$ cat src/rtl/mux_gen_pipe.sv
// Pipelined N-way radix-2 selector with elastic valid/ready stages.
// Flags out-of-range selects, gates data_out to zero when idle, supports synchronous flush.
module mux_gen_pipe #(
    parameter int N                = 7,
    parameter int BUS_DATA_SIZE    = 1,
    parameter int LEVELS_PER_STAGE = 1,
    parameter int log2N            = (N > 1) ? $clog2(N) : 1,
    parameter int STAGES           = (log2N + LEVELS_PER_STAGE - 1) / LEVELS_PER_STAGE
) (
    input  logic                       clk,
    input  logic                       rst,
    input  logic                       flush,
    input  logic [N*BUS_DATA_SIZE-1:0] data_in,
    input  logic [log2N-1:0]           ctrl,
    input  logic                       valid_in,
    output logic                       ready_in,
    output logic [BUS_DATA_SIZE-1:0]   data_out,
    output logic                       valid_out,
    input  logic                       ready_out,
    output logic                       sel_err
);

    localparam int B    = BUS_DATA_SIZE;
    localparam int PAD  = 1 << log2N;
    localparam int LAST = STAGES - 1;
    localparam logic [log2N:0] N_VEC = (log2N + 1)'(N);

    logic [STAGES-1:0] valid_q;
    logic [STAGES-1:0] err_q;
    logic [STAGES-1:0] load;
    logic [STAGES-1:0] up_valid;
    logic [STAGES-1:0] up_err;
    logic              accept;
    logic              err_in;
    logic              full;
    logic [PAD*B-1:0]  padded;

    always_comb begin
        padded            = '0;
        padded[N*B-1:0]   = data_in;
    end

    assign err_in   = ({1'b0, ctrl} >= N_VEC);
    assign ready_in = load[0] & ~flush & ~rst;
    assign accept   = valid_in & ready_in;

    // load[s] = ~v[s] | load[s+1] unrolled: a stage may load unless it and
    // every stage downstream are occupied while the sink stalls.
    always_comb begin
        load = '0;
        full = 1'b1;
        for (int unsigned s = 0; s < STAGES; s++) begin
            full = 1'b1;
            for (int unsigned t = s; t < STAGES; t++)
                full = full & valid_q[t];
            load[s] = ready_out | ~full;
        end
    end

    always_comb begin
        up_valid    = '0;
        up_err      = '0;
        up_valid[0] = accept;
        up_err[0]   = err_in;
        for (int unsigned s = 1; s < STAGES; s++) begin
            up_valid[s] = valid_q[s-1];
            up_err[s]   = err_q[s-1];
        end
    end

    always_ff @(posedge clk or posedge rst) begin
        if (rst) begin
            valid_q <= '0;
        end else if (flush) begin
            valid_q <= '0;
        end else begin
            for (int unsigned s = 0; s < STAGES; s++)
                if (load[s]) valid_q[s] <= up_valid[s];
        end
    end

    always_ff @(posedge clk or posedge rst) begin
        if (rst) begin
            err_q <= '0;
        end else begin
            for (int unsigned s = 0; s < STAGES; s++)
                if (load[s] & up_valid[s]) err_q[s] <= up_err[s];
        end
    end

    for (genvar s = 0; s < STAGES; s++) begin : stage
        localparam int LO   = s * LEVELS_PER_STAGE;
        localparam int HI   = (LO + LEVELS_PER_STAGE < log2N) ? LO + LEVELS_PER_STAGE : log2N;
        localparam int NLEV = HI - LO;
        localparam int EIN  = 1 << (log2N - LO);
        localparam int EOUT = 1 << (log2N - HI);
        localparam int CIN  = log2N - LO;
        localparam int COUT = log2N - HI;

        logic [EIN*B-1:0]  din;
        logic [CIN-1:0]    cin;
        logic [EIN*B-1:0]  work;
        logic [EOUT*B-1:0] data_q;

        if (s == 0) begin : g_src
            assign din = padded;
            assign cin = ctrl;
        end else begin : g_src
            assign din = stage[s-1].data_q;
            assign cin = stage[s-1].g_ctrl.ctrl_q;
        end

        // In-place reduction: entry j is rewritten only after entries 2j/2j+1 were read.
        always_comb begin
            work = din;
            for (int unsigned l = 0; l < NLEV; l++)
                for (int unsigned j = 0; j < (EIN >> (l + 1)); j++)
                    work[j*B +: B] = cin[l] ? work[(2*j+1)*B +: B] : work[(2*j)*B +: B];
        end

        always_ff @(posedge clk or posedge rst) begin
            if (rst)
                data_q <= '0;
            else if (load[s] & up_valid[s])
                data_q <= work[EOUT*B-1:0];
        end

        if (COUT > 0) begin : g_ctrl
            logic [COUT-1:0] ctrl_q;
            always_ff @(posedge clk or posedge rst) begin
                if (rst)
                    ctrl_q <= '0;
                else if (load[s] & up_valid[s])
                    ctrl_q <= cin[CIN-1:NLEV];
            end
        end
    end

    assign valid_out = valid_q[LAST];
    assign sel_err   = valid_q[LAST] & err_q[LAST];
    assign data_out  = (valid_out & ~sel_err) ? stage[LAST].data_q : '0;

endmodule
$ cat config.mk
export PLATFORM = sky130hd
export DESIGN_NAME = mux_gen_pipe
export DESIGN_NICKNAME = d
export VERILOG_FILES = /design/src/rtl/mux_gen_pipe.sv
export SDC_FILE = /design/constraint.sdc
export NUM_CORES = 1
export LEC_CHECK = 0
export ABC_AREA = 0
export BUFFER_PORTS_ARGS = -buffer_cell sky130_fd_sc_hd__buf_4
export CAP_MARGIN = 20
export CORE_MARGIN = 4
export CORE_UTILIZATION = 50
export CTS_CLUSTER_SIZE = 40
export DETAILED_ROUTE_END_ITERATION = 8
export HOLD_SLACK_MARGIN = 0.1
export PLACE_DENSITY = 0.76
export SLEW_MARGIN = 20
export SYNTH_ARGS = -nofsm -noshare
export SYNTH_HDL_FRONTEND = slang
export SYNTH_SLANG_ARGS = --single-unit
export TNS_END_PERCENT = 10
$ cat constraint.sdc
create_clock -name clk -period 1.6 [get_ports clk]
set_clock_uncertainty 0.15 [all_clocks]
set_input_delay 0.32 -clock clk [delete_from_list [all_inputs] [get_ports clk]]
set_output_delay 0.32 -clock clk [all_outputs]
set_load 0.05 [all_outputs]
==> results of run 1 <==
==> how the worst max path moves through the flow <==
stage	endpoint	from
floorplan	ready_in	valid_q[2]
global placement	ready_in	ready_out
detailed placement	ready_in	ready_out
CTS	ready_in	valid_q[2]
global route	ready_in	valid_q[2]
finish	ready_in	valid_q[2]
==> final cells by class <==
cell class	instances	area, um^2	area share
Clock buffer	4	36.28	0.03380
Inverter	2	7.507	0.006993
Multi-Input combinational cell	41	370.4	0.3450
Sequential cell	16	401.6	0.3741
Tap cell	15	18.77	0.01748
Timing Repair Buffer	30	239.0	0.2226
==> power breakdown <==
| part | internal, mW | switching, mW |
|---|---|---|
| sequential | 0.478 | 0.0459 |
| combinational | 0.127 | 0.0775 |
| clock | 0.138 | 0.127 |
==> per-layer routing <==
layer | vias to the layer above | global-route usage | wire length, um
li1 | 287 | - | -
met1 | 275 | 0.2124 | 627
met2 | 18 | 0.3035 | 805
met3 | 0 | 0.03448 | 78
met4 | 0 | 0.04972 | 0
met5 | - | 0 | 0
==> kinds of logic (layout without fill, tap and decap cells) <==
logic type	after synthesis	in the layout	synth area share
AO/OA/AOI/OAI	12	12	0.08717
flip-flops	16	16	0.5263
buffers and inverters	3	36	0.01644
AND/OR/NAND/NOR	15	15	0.1513
multiplexers	14	14	0.2188
==> placed cells by master, fill, tap and decap left out <==
cell type      instances
a21oi_1                7
a31oi_1                5
and2_4                 1
and3_1                 1
and3b_1                1
buf_4                 26
buf_6                  3
clkbuf_4               3
clkbuf_8               1
dfrtp_1               15
dfrtp_2                1
dlygate4sd3_1          1
inv_1                  2
mux2_2                 5
mux2_4                 4
mux2i_1                5
nand2_1                2
nand2_4                1
nand2b_1               1
nand3b_1               1
nand4b_4               1
nor2_1                 2
nor2b_1                2
nor3b_4                2
==> metrics by stage <==
stage,hold WS [ns],utilization,cells,worst slack [ns]
after global placement,0.2540,0.7088,97,0.1497
after CTS,0.09267,0.7802,107,-0.07224
final,0.09719,0.7857,108,-0.05793
after global routing,0.09575,0.7857,108,-0.1170
after detailed placement,0.2573,0.7088,97,0.1468
after floorplan,0.09169,-,60,-0.1024
==> worst register-to-register path: stages (launching register included) <==
cell      delay [ns]
dfrtp_1         0.40
buf_4           0.13
buf_4           0.11
nand3b_1        0.10
nand2_1         0.13
mux2_2          0.34
==> sequential cells by signal, indices dropped and copies added, names as in the netlist <==
name	cells
stage.data_q	7
err_q	3
valid_q	3
stage.g_ctrl.ctrl_q	3
==> timing repair <==
action / 4_1_cts / 5_1_grt
endpoints found under the setup margin: 1 / 3
gates resized for setup: 4 / 0
hold endpoints to repair: 19 / 3
buffers inserted: 5 / 1
pin swaps: 1 / 0
==> metrics, run 1 <==
chip height=47.01 um; length of the first detailed-routing pass in iterations=2; FF-to-FF Start=valid_q[1]; VDD IR max=0.5241 mV; Slew HR=0.8620; number of nets at the end of the flow=109; via count of the first global-routing pass=635; overall die area=2209 um^2; overall power=994.1 uW; clock transition at the register clock pins on the worst setup and hold paths after CTS=0.10 ns; Setup Total Neg Slack=-0.1283 ns; achievable frequency=0.6032 GHz; run status=finished, violations left; cell chain of the critical path=nand4b_4 > nor3b_4 > buf_6; portion of the clock cycle consumed by the worst path in the final layout=1.036; Filler Cells Inserted=92; Syn Nets=75; mean number of vias per cell=5.370; cell count after synthesis=60; CTS Buf Count=3; buffers added on ports=18; hold buffers post-CTS=1; global placement routability congestion=0.7019; initial core utilization=0.5568; signed area change from the synthesized netlist to the final layout=41.12%; placeable core region=1366 um^2; Worst Hold Launch=flush; worst hold path stage count=2; largest area contributor in the synthesized netlist=dfrtp_1; hold-critical path endpoint=valid_q[1]; kind of cell adding the most delay to the critical path=flip-flops; Crit path largest cell delay=0.44 ns; DRC violation count after routing=0; worst r2r path cells=5; Setup CP Type=reg2out; critical register-to-register path endpoint=err_q[1]; most numerous cell in the Yosys netlist=dfrtp_1; Pleak=0.5516 nW; maximum number of pins on one net before global-route repair=17; Critical Path Sink Type=output pin; flops & latches, synth=16; violated checks=negative setup slack; Hold Violations, Final=0; critical path buffer and inverter count=1; Seq/Total Area, Yosys=0.5263; share of Yosys cell area claimed by the top area cell type=0.5263; via total after detailed routing=580; post-synth cell types=20; Area contributors post-synth=dfrtp_1 (53%), mux2_4 (7.9%), mux2_2 (7.4%); Synth Warn #=0; global router's overall resource usage=0.1724; worst reg-to-reg setup slack=0.14 ns; CP Data Arrival Time=1.19 ns; Tmin final=1.658 ns; unrepaired setup endpoints after global routing=true; worst path required time=1.13 ns; number of antenna violations at the first check in global routing=0; Detail Placement HPWL=1.108 mm; Avg Synthesized Cell Area=12.68 um^2; max_cap viols=0; HP Class=in2reg; number of levels the H-tree was split into=1; Synth async-reset ratio=1.000; wire length after detailed routing=1.510 mm; Clock Tree Buf Depth=2; mean routed wirelength per cell=13.98 um; Final Cell Area=1074 um^2; die span in x=47.01 um; Post-synth top cells=dfrtp_1 (16), a21oi_1 (7), a31oi_1 (5), mux2_2 (5), mux2i_1 (5); min setup slack post-route=-0.05793 ns; Skew-Pair Late Insertion Delay=0.28 ns; number of top-level pins=19; wire length of the first global-routing pass=2.649 mm; number of antenna-violating nets in the routed design=0; netlist area before placement=760.7 um^2; transition time at the pin with the least slew margin=0.2070 ns; max-slew violation total from the final report=0; Clock Sink Count=16; Slowest cell on crit path=dfrtp_2; Root Driver=clkbuf_4; depth of the critical timing path with buffers and inverters included=3; number of DRC markers in iteration 0=4; number of antenna diodes=0; Worst Setup Start Kind=flip-flop; Final Setup Violations=3; Power per Cell Area=926.1 nW/um^2; CTS tree=built; placed standard-cell area=968.4 um^2; EDFF count, synth=0; maximum net fanout on the critical path=3; leading register cell type out of synthesis=dfrtp_1; number of cell rows=13; share of final-layout standard cells stronger than drive strength 1=0.5161; Overflow after GRT=0
No activity file was read; power rests on OpenSTA's default activity.
==> run 2: changes to the inputs <==
--- a/config.mk
+++ b/config.mk
@@ -13,7 +13,8 @@
 export CTS_CLUSTER_SIZE = 40
 export DETAILED_ROUTE_END_ITERATION = 8
 export HOLD_SLACK_MARGIN = 0.1
-export PLACE_DENSITY = 0.76
+export PLACE_DENSITY = 0.79
+export REMOVE_ABC_BUFFERS = 1
 export SLEW_MARGIN = 20
 export SYNTH_ARGS = -nofsm -noshare
 export SYNTH_HDL_FRONTEND = slang
==> metrics, run 2 (synthesis gave the netlist of run 1 again) <==
Slew HR=0.8484 (-0.01365); violated checks=negative setup slack; portion of total power attributed to combinational logic=0.224 (+0.019); number of antenna diodes=0 (unchanged); Hold Violations, Final=0 (unchanged); Setup Total Neg Slack=-0.1910 ns (-0.06270 ns); part of the power in the clock network=0.218 (-0.049); Critical Path Sink Type=output pin; register containing the most flip-flops in the final layout=stage.data_q; DRC violation count after routing=0 (unchanged); switching component of the power=240.6 uW (-4.0%); share of final-layout standard cells stronger than drive strength 1=0.4842 (-0.03192); Overflow after GRT=0 (unchanged); sequential power share=0.559 (+0.032); placed standard-cell area=954.7 um^2 (-1.4%); achievable frequency=0.6000 GHz (-0.52%); max_cap viols=0 (unchanged); Final Setup Violations=3 (unchanged); number of levels the H-tree was split into=1 (unchanged); mean number of vias per cell=5.545 (+3.3%); final-layout worst hold slack=0.1272 ns (+0.02998 ns); CTS Buf Count=3 (unchanged); number of nets at the end of the flow=112 (+2.8%); transition time at the pin with the least slew margin=0.2272 ns (+0.02023 ns); Final Cell Area=1084 um^2 (+0.93%); signed area change from the synthesized netlist to the final layout=42.43%; Filler Cells Inserted=81 (-12%); maximum net fanout on the critical path=5 (+2); unrepaired setup endpoints after global routing=true; VDD IR max=0.4613 mV (-12%); max-slew violation total from the final report=0 (unchanged); buffers added on ports=18 (unchanged); wire length after detailed routing=1.605 mm (+6.3%); overall power=937.5 uW (-5.7%); number of antenna-violating nets in the routed design=0 (unchanged); via count of the first global-routing pass=565 (-11%); die span in x=47.01 um (unchanged); Power per Cell Area=865.2 nW/um^2 (-6.6%); internal power of the cells=696.9 uW (-6.3%); number of antenna violations at the first check in global routing=0 (unchanged); global placement routability congestion=0.6864 (-2.2%); placeable core region=1366 um^2 (unchanged); wire length of the first global-routing pass=2.663 mm (+0.53%); Skew-Pair Late Insertion Delay=0.28 ns (about the same); initial core utilization=0.5568 (unchanged); switching share of power=0.2566 (+0.004556); min setup slack post-route=-0.06667 ns (-0.008738 ns); commonest cells after routing, fill and taps aside=buf_4 (27), dfrtp_1 (16), a21oi_1 (7); number of DRC markers in iteration 0=3 (-1); Worst Setup Start Kind=flip-flop; HP Class=in2reg; Root Driver=clkbuf_4; CTS tree=built; number of top-level pins=19 (unchanged); portion of the clock cycle consumed by the worst path in the final layout=1.042 (+0.005462); length of the first detailed-routing pass in iterations=4 (+2); Setup CP Type=reg2out; Clock Tree Buf Depth=2 (unchanged); max reg flops=7 (unchanged); CP Data Arrival Time=1.20 ns (about the same); Detail Placement HPWL=1.067 mm (-3.7%); global router's overall resource usage=0.1785 (+0.006074); leading cell type in the layout, fill and taps excluded=buf_4; overall die area=2209 um^2 (unchanged); via total after detailed routing=610 (+5.2%); mean routed wirelength per cell=14.59 um (+4.4%); Tmin final=1.667 ns (+0.008738 ns); maximum number of pins on one net before global-route repair=17 (unchanged); clock transition at the register clock pins on the worst setup and hold paths after CTS=0.09 ns (about the same); run status=finished, violations left; worst path required time=1.13 ns (about the same); chip height=47.01 um (unchanged); Pleak=0.5582 nW (+1.2%); Clock Sink Count=16 (unchanged); number of cell rows=13 (unchanged)
==> run 2: layout make-up <==
cell class                 count  area (um^2)  area share
timing repair buffer          33        266.5      0.2460
multi-input combinational     41        367.9      0.3395
inverter                       2        7.507    0.006928
clock buffer                   3        22.52     0.02079
sequential                    16        400.4      0.3695
tap                           15        18.77     0.01732
==> run 2: power groups by stage <==
stage | clock, mW | sequential (mW) | combinational (mW)
floorplan | 0 | 0.519 | 0.132
global placement | 0 | 0.527 | 0.187
detailed placement | 0 | 0.532 | 0.193
CTS | 0.215 | 0.524 | 0.208
global route | 0.240 | 0.532 | 0.230
finish | 0.204 | 0.524 | 0.210
==> run 2: timing repair <==
action	4_1_cts	5_1_grt
endpoints found under the hold margin	18	0
pin swaps	1	0
hold buffers	3	0
resized for setup	6	0
endpoints found under the setup margin	1	3
setup buffers	4	2
==> run 2: metrics by stage <==
stage               utilization  worst slack [ns]  cells
CTS                      0.7821          -0.06363    108
detailed placement       0.6987            0.1201     98
global route             0.7930           -0.1502    110
finish                   0.7930          -0.06667    110
global placement         0.6987            0.1380     98
floorplan                     -           -0.9272     59
==> run 2: worst paths after layout <==
check                      depth (start not counted)  slack (ns)                         to             from
hold / removal                                     2        0.13  stage[0].g_ctrl.ctrl_q[1]          ctrl[2]
max in group asynchronous                          4        0.61  stage[0].g_ctrl.ctrl_q[1]              rst
setup / recovery                                   3       -0.07                   data_out       valid_q[2]
setup reg to reg                                   5        0.08     stage[1].g_ctrl.ctrl_q       valid_q[0]
min in group asynchronous                          4        0.50                 valid_q[0]              rst
hold reg to reg                                    1        0.36            stage[2].data_q  stage[2].data_q
==> run 2: critical path: stages, from the launching register on <==
cell and delay (ns):
dfrtp_1 0.43, buf_4 0.17, and3b_1 0.17, buf_6 0.15
==> run 2: metal layers <==
metal  part of all wire  up-vias  track usage
met1               0.40      296       0.2193
met4              0.034        0       0.1050
met2               0.53       18       0.2818
met5                  0        -            0
met3              0.042        6      0.04598
li1                   -      290            -
==> run 3: changes to the inputs <==
--- a/config.mk
+++ b/config.mk
@@ -8,8 +8,11 @@
 export ABC_AREA = 0
 export BUFFER_PORTS_ARGS = -buffer_cell sky130_fd_sc_hd__buf_4
 export CAP_MARGIN = 20
+export CELL_PAD_IN_SITES_DETAIL_PLACEMENT = 0
+export CELL_PAD_IN_SITES_GLOBAL_PLACEMENT = 2
+export CORE_ASPECT_RATIO = 1.5
 export CORE_MARGIN = 4
-export CORE_UTILIZATION = 50
+export CORE_UTILIZATION = 33
 export CTS_CLUSTER_SIZE = 40
 export DETAILED_ROUTE_END_ITERATION = 8
 export HOLD_SLACK_MARGIN = 0.1
==> metrics, run 3 (synthesis gave the netlist of run 1 again) <==
run status=finished, violations left; violated checks=negative setup slack; number of antenna violations at the first check in global routing=0 (unchanged); share of final-layout standard cells stronger than drive strength 1=0.4607 (-0.02354); DRC violation count after routing=0 (unchanged); wire length after detailed routing=1.383 mm (-14%); global placement routability congestion=0.6841 (-0.34%); final standard cell count with taps included and fillers excluded=112 (+1.8%); achievable frequency=0.6100 GHz (+1.7%); placeable core region=2207 um^2 (+62%); initial core utilization=0.3447 (-0.2121); Tmin final=1.639 ns (-0.02730 ns); via total after detailed routing=556 (-8.9%); Worst Setup Start Kind=flip-flop; number of nets at the end of the flow=106 (-5.4%); leading cell type in the layout, fill and taps excluded=buf_4; Final Setup Violations=3 (unchanged); length of the first detailed-routing pass in iterations=4 (unchanged); Clock Tree Buf Depth=2 (unchanged); global router's overall resource usage=0.1068 (-0.07171); number of cell rows=21 (+8); clock transition at the register clock pins on the worst setup and hold paths after CTS=0.09 ns (about the same); register containing the most flip-flops in the final layout=stage.data_q; Skew-Pair Late Insertion Delay=0.28 ns (about the same); Setup CP Type=reg2out; transition time at the pin with the least slew margin=0.2272 ns (+0.000007868 ns); max_cap viols=0 (unchanged); maximum number of pins on one net before global-route repair=17 (unchanged); VDD IR max=0.4538 mV (-1.6%); Pleak=0.5157 nW (-7.6%); number of top-level pins=19 (unchanged); die span in x=47.20 um (+0.41%); Detail Placement HPWL=1.096 mm (+2.8%); Root Driver=clkbuf_4; overall die area=3153 um^2 (+43%); max-slew violation total from the final report=0 (unchanged); Slew HR=0.8484 (about the same); number of antenna-violating nets in the routed design=0 (unchanged); unrepaired setup endpoints after global routing=true; HP Class=in2reg; wire length of the first global-routing pass=2.387 mm (-10%); final core area utilization=0.4671 (-0.3259); chip height=66.81 um (+42%); number of antenna diodes=0 (unchanged); cell chain of the critical path=nand4b_2 > nor3b_2 > buf_6; commonest cells after routing, fill and taps aside=buf_4 (22), dfrtp_1 (16), a21oi_1 (7); Critical Path Sink Type=output pin; max reg flops=7 (unchanged); signed area change from the synthesized netlist to the final layout=35.53%; Hold Violations, Final=0 (unchanged); CP Data Arrival Time=1.17 ns (-0.03 ns); maximum net fanout on the critical path=2 (-3); Crit path largest cell delay=0.40 ns (-0.03 ns); number of DRC markers in iteration 0=4 (+1); min setup slack post-route=-0.03937 ns (+0.02730 ns); portion of the clock cycle consumed by the worst path in the final layout=1.025 (-0.01706); Clock Sink Count=16 (unchanged); kind of cell adding the most delay to the critical path=flip-flops; number of levels the H-tree was split into=1 (unchanged); worst path required time=1.13 ns (about the same); mean routed wirelength per cell=12.35 um (-15%); Slowest cell on crit path=dfrtp_1; mean number of vias per cell=4.964 (-10%); critical path buffer and inverter count=1 (-1); buffers added on ports=18 (unchanged); CTS tree=built; via count of the first global-routing pass=565 (unchanged); number of placed instances with taps included=105 (+7.1%); Overflow after GRT=0 (unchanged); Power per Cell Area=894.3 nW/um^2 (+3.4%); CTS Buf Count=3 (unchanged)
## run 3: cell count changes in the layout (fill, tap and decap cells not counted), sizes merged
cell         before  now
dlygate4sd3       3    2
buf              30   25
## run 3: power breakdown
group | leakage (nW) | switching, mW | total [mW] | internal, mW
Clock | 0.0138 | 0.115 | 0.202 | 0.0873
Combinational | 0.306 | 0.0730 | 0.198 | 0.125
Sequential | 0.196 | 0.0434 | 0.522 | 0.478
## run 3: worst paths after layout
| kind | from | endpoint | slack [ns] | cells after the start |
|---|---|---|---|---|
| max | valid_q[2] | ready_in | -0.04 | 3 |
| min | ctrl[1] | stage[0].g_ctrl.ctrl_q[0] | 0.13 | 2 |
| max reg2reg | valid_q[2] | stage[2].data_q | 0.18 | 4 |
| min reg2reg | stage[2].data_q | stage[2].data_q | 0.37 | 1 |
| max in group asynchronous | rst | err_q[1] | 0.60 | 4 |
| min in group asynchronous | rst | valid_q[0] | 0.51 | 4 |
## run 3: per-layer routing
layer / global-route usage / up-vias / routed length (um)
met1: 0.1254 / 261 / 547
met5: 0 / - / 0
met4: 0.05190 / 0 / 17
met2: 0.1684 / 14 / 741
met3: 0.03514 / 2 / 77
li1: - / 279 / -
## run 3: what timing repair did
action,in CTS,in global routing
endpoints found under the setup margin,1,3
setup buffers,2,0
hold endpoints to repair,19,3
hold buffers,1,1
gates resized for setup,4,0
## run 3: final cells by class
class	count	area, um^2
Clock buffer	3	22.52
Fill cell	223	1176
Inverter	2	7.507
Multi-Input combinational cell	41	352.8
Sequential cell	16	400.4
Tap cell	23	28.78
Timing Repair Buffer	27	219.0
## run 3: per-stage QoR
stage,power (mW),TNS [ns],setup WS (ns),area [um^2],hold slack (ns)
5_1_grt,0.9809,-0.1981,-0.08780,1031,0.1142
4_1_cts,0.9305,-0.09509,-0.04009,1021,0.09011
6_report,0.9220,-0.08210,-0.03937,1031,0.1298
2_1_floorplan,0.6515,-1.523,-0.9272,755.7,0.09176
3_3_place_gp,0.7168,0,0.1310,957.2,0.2429
3_5_place_dp,0.7244,0,0.1066,957.2,0.2526
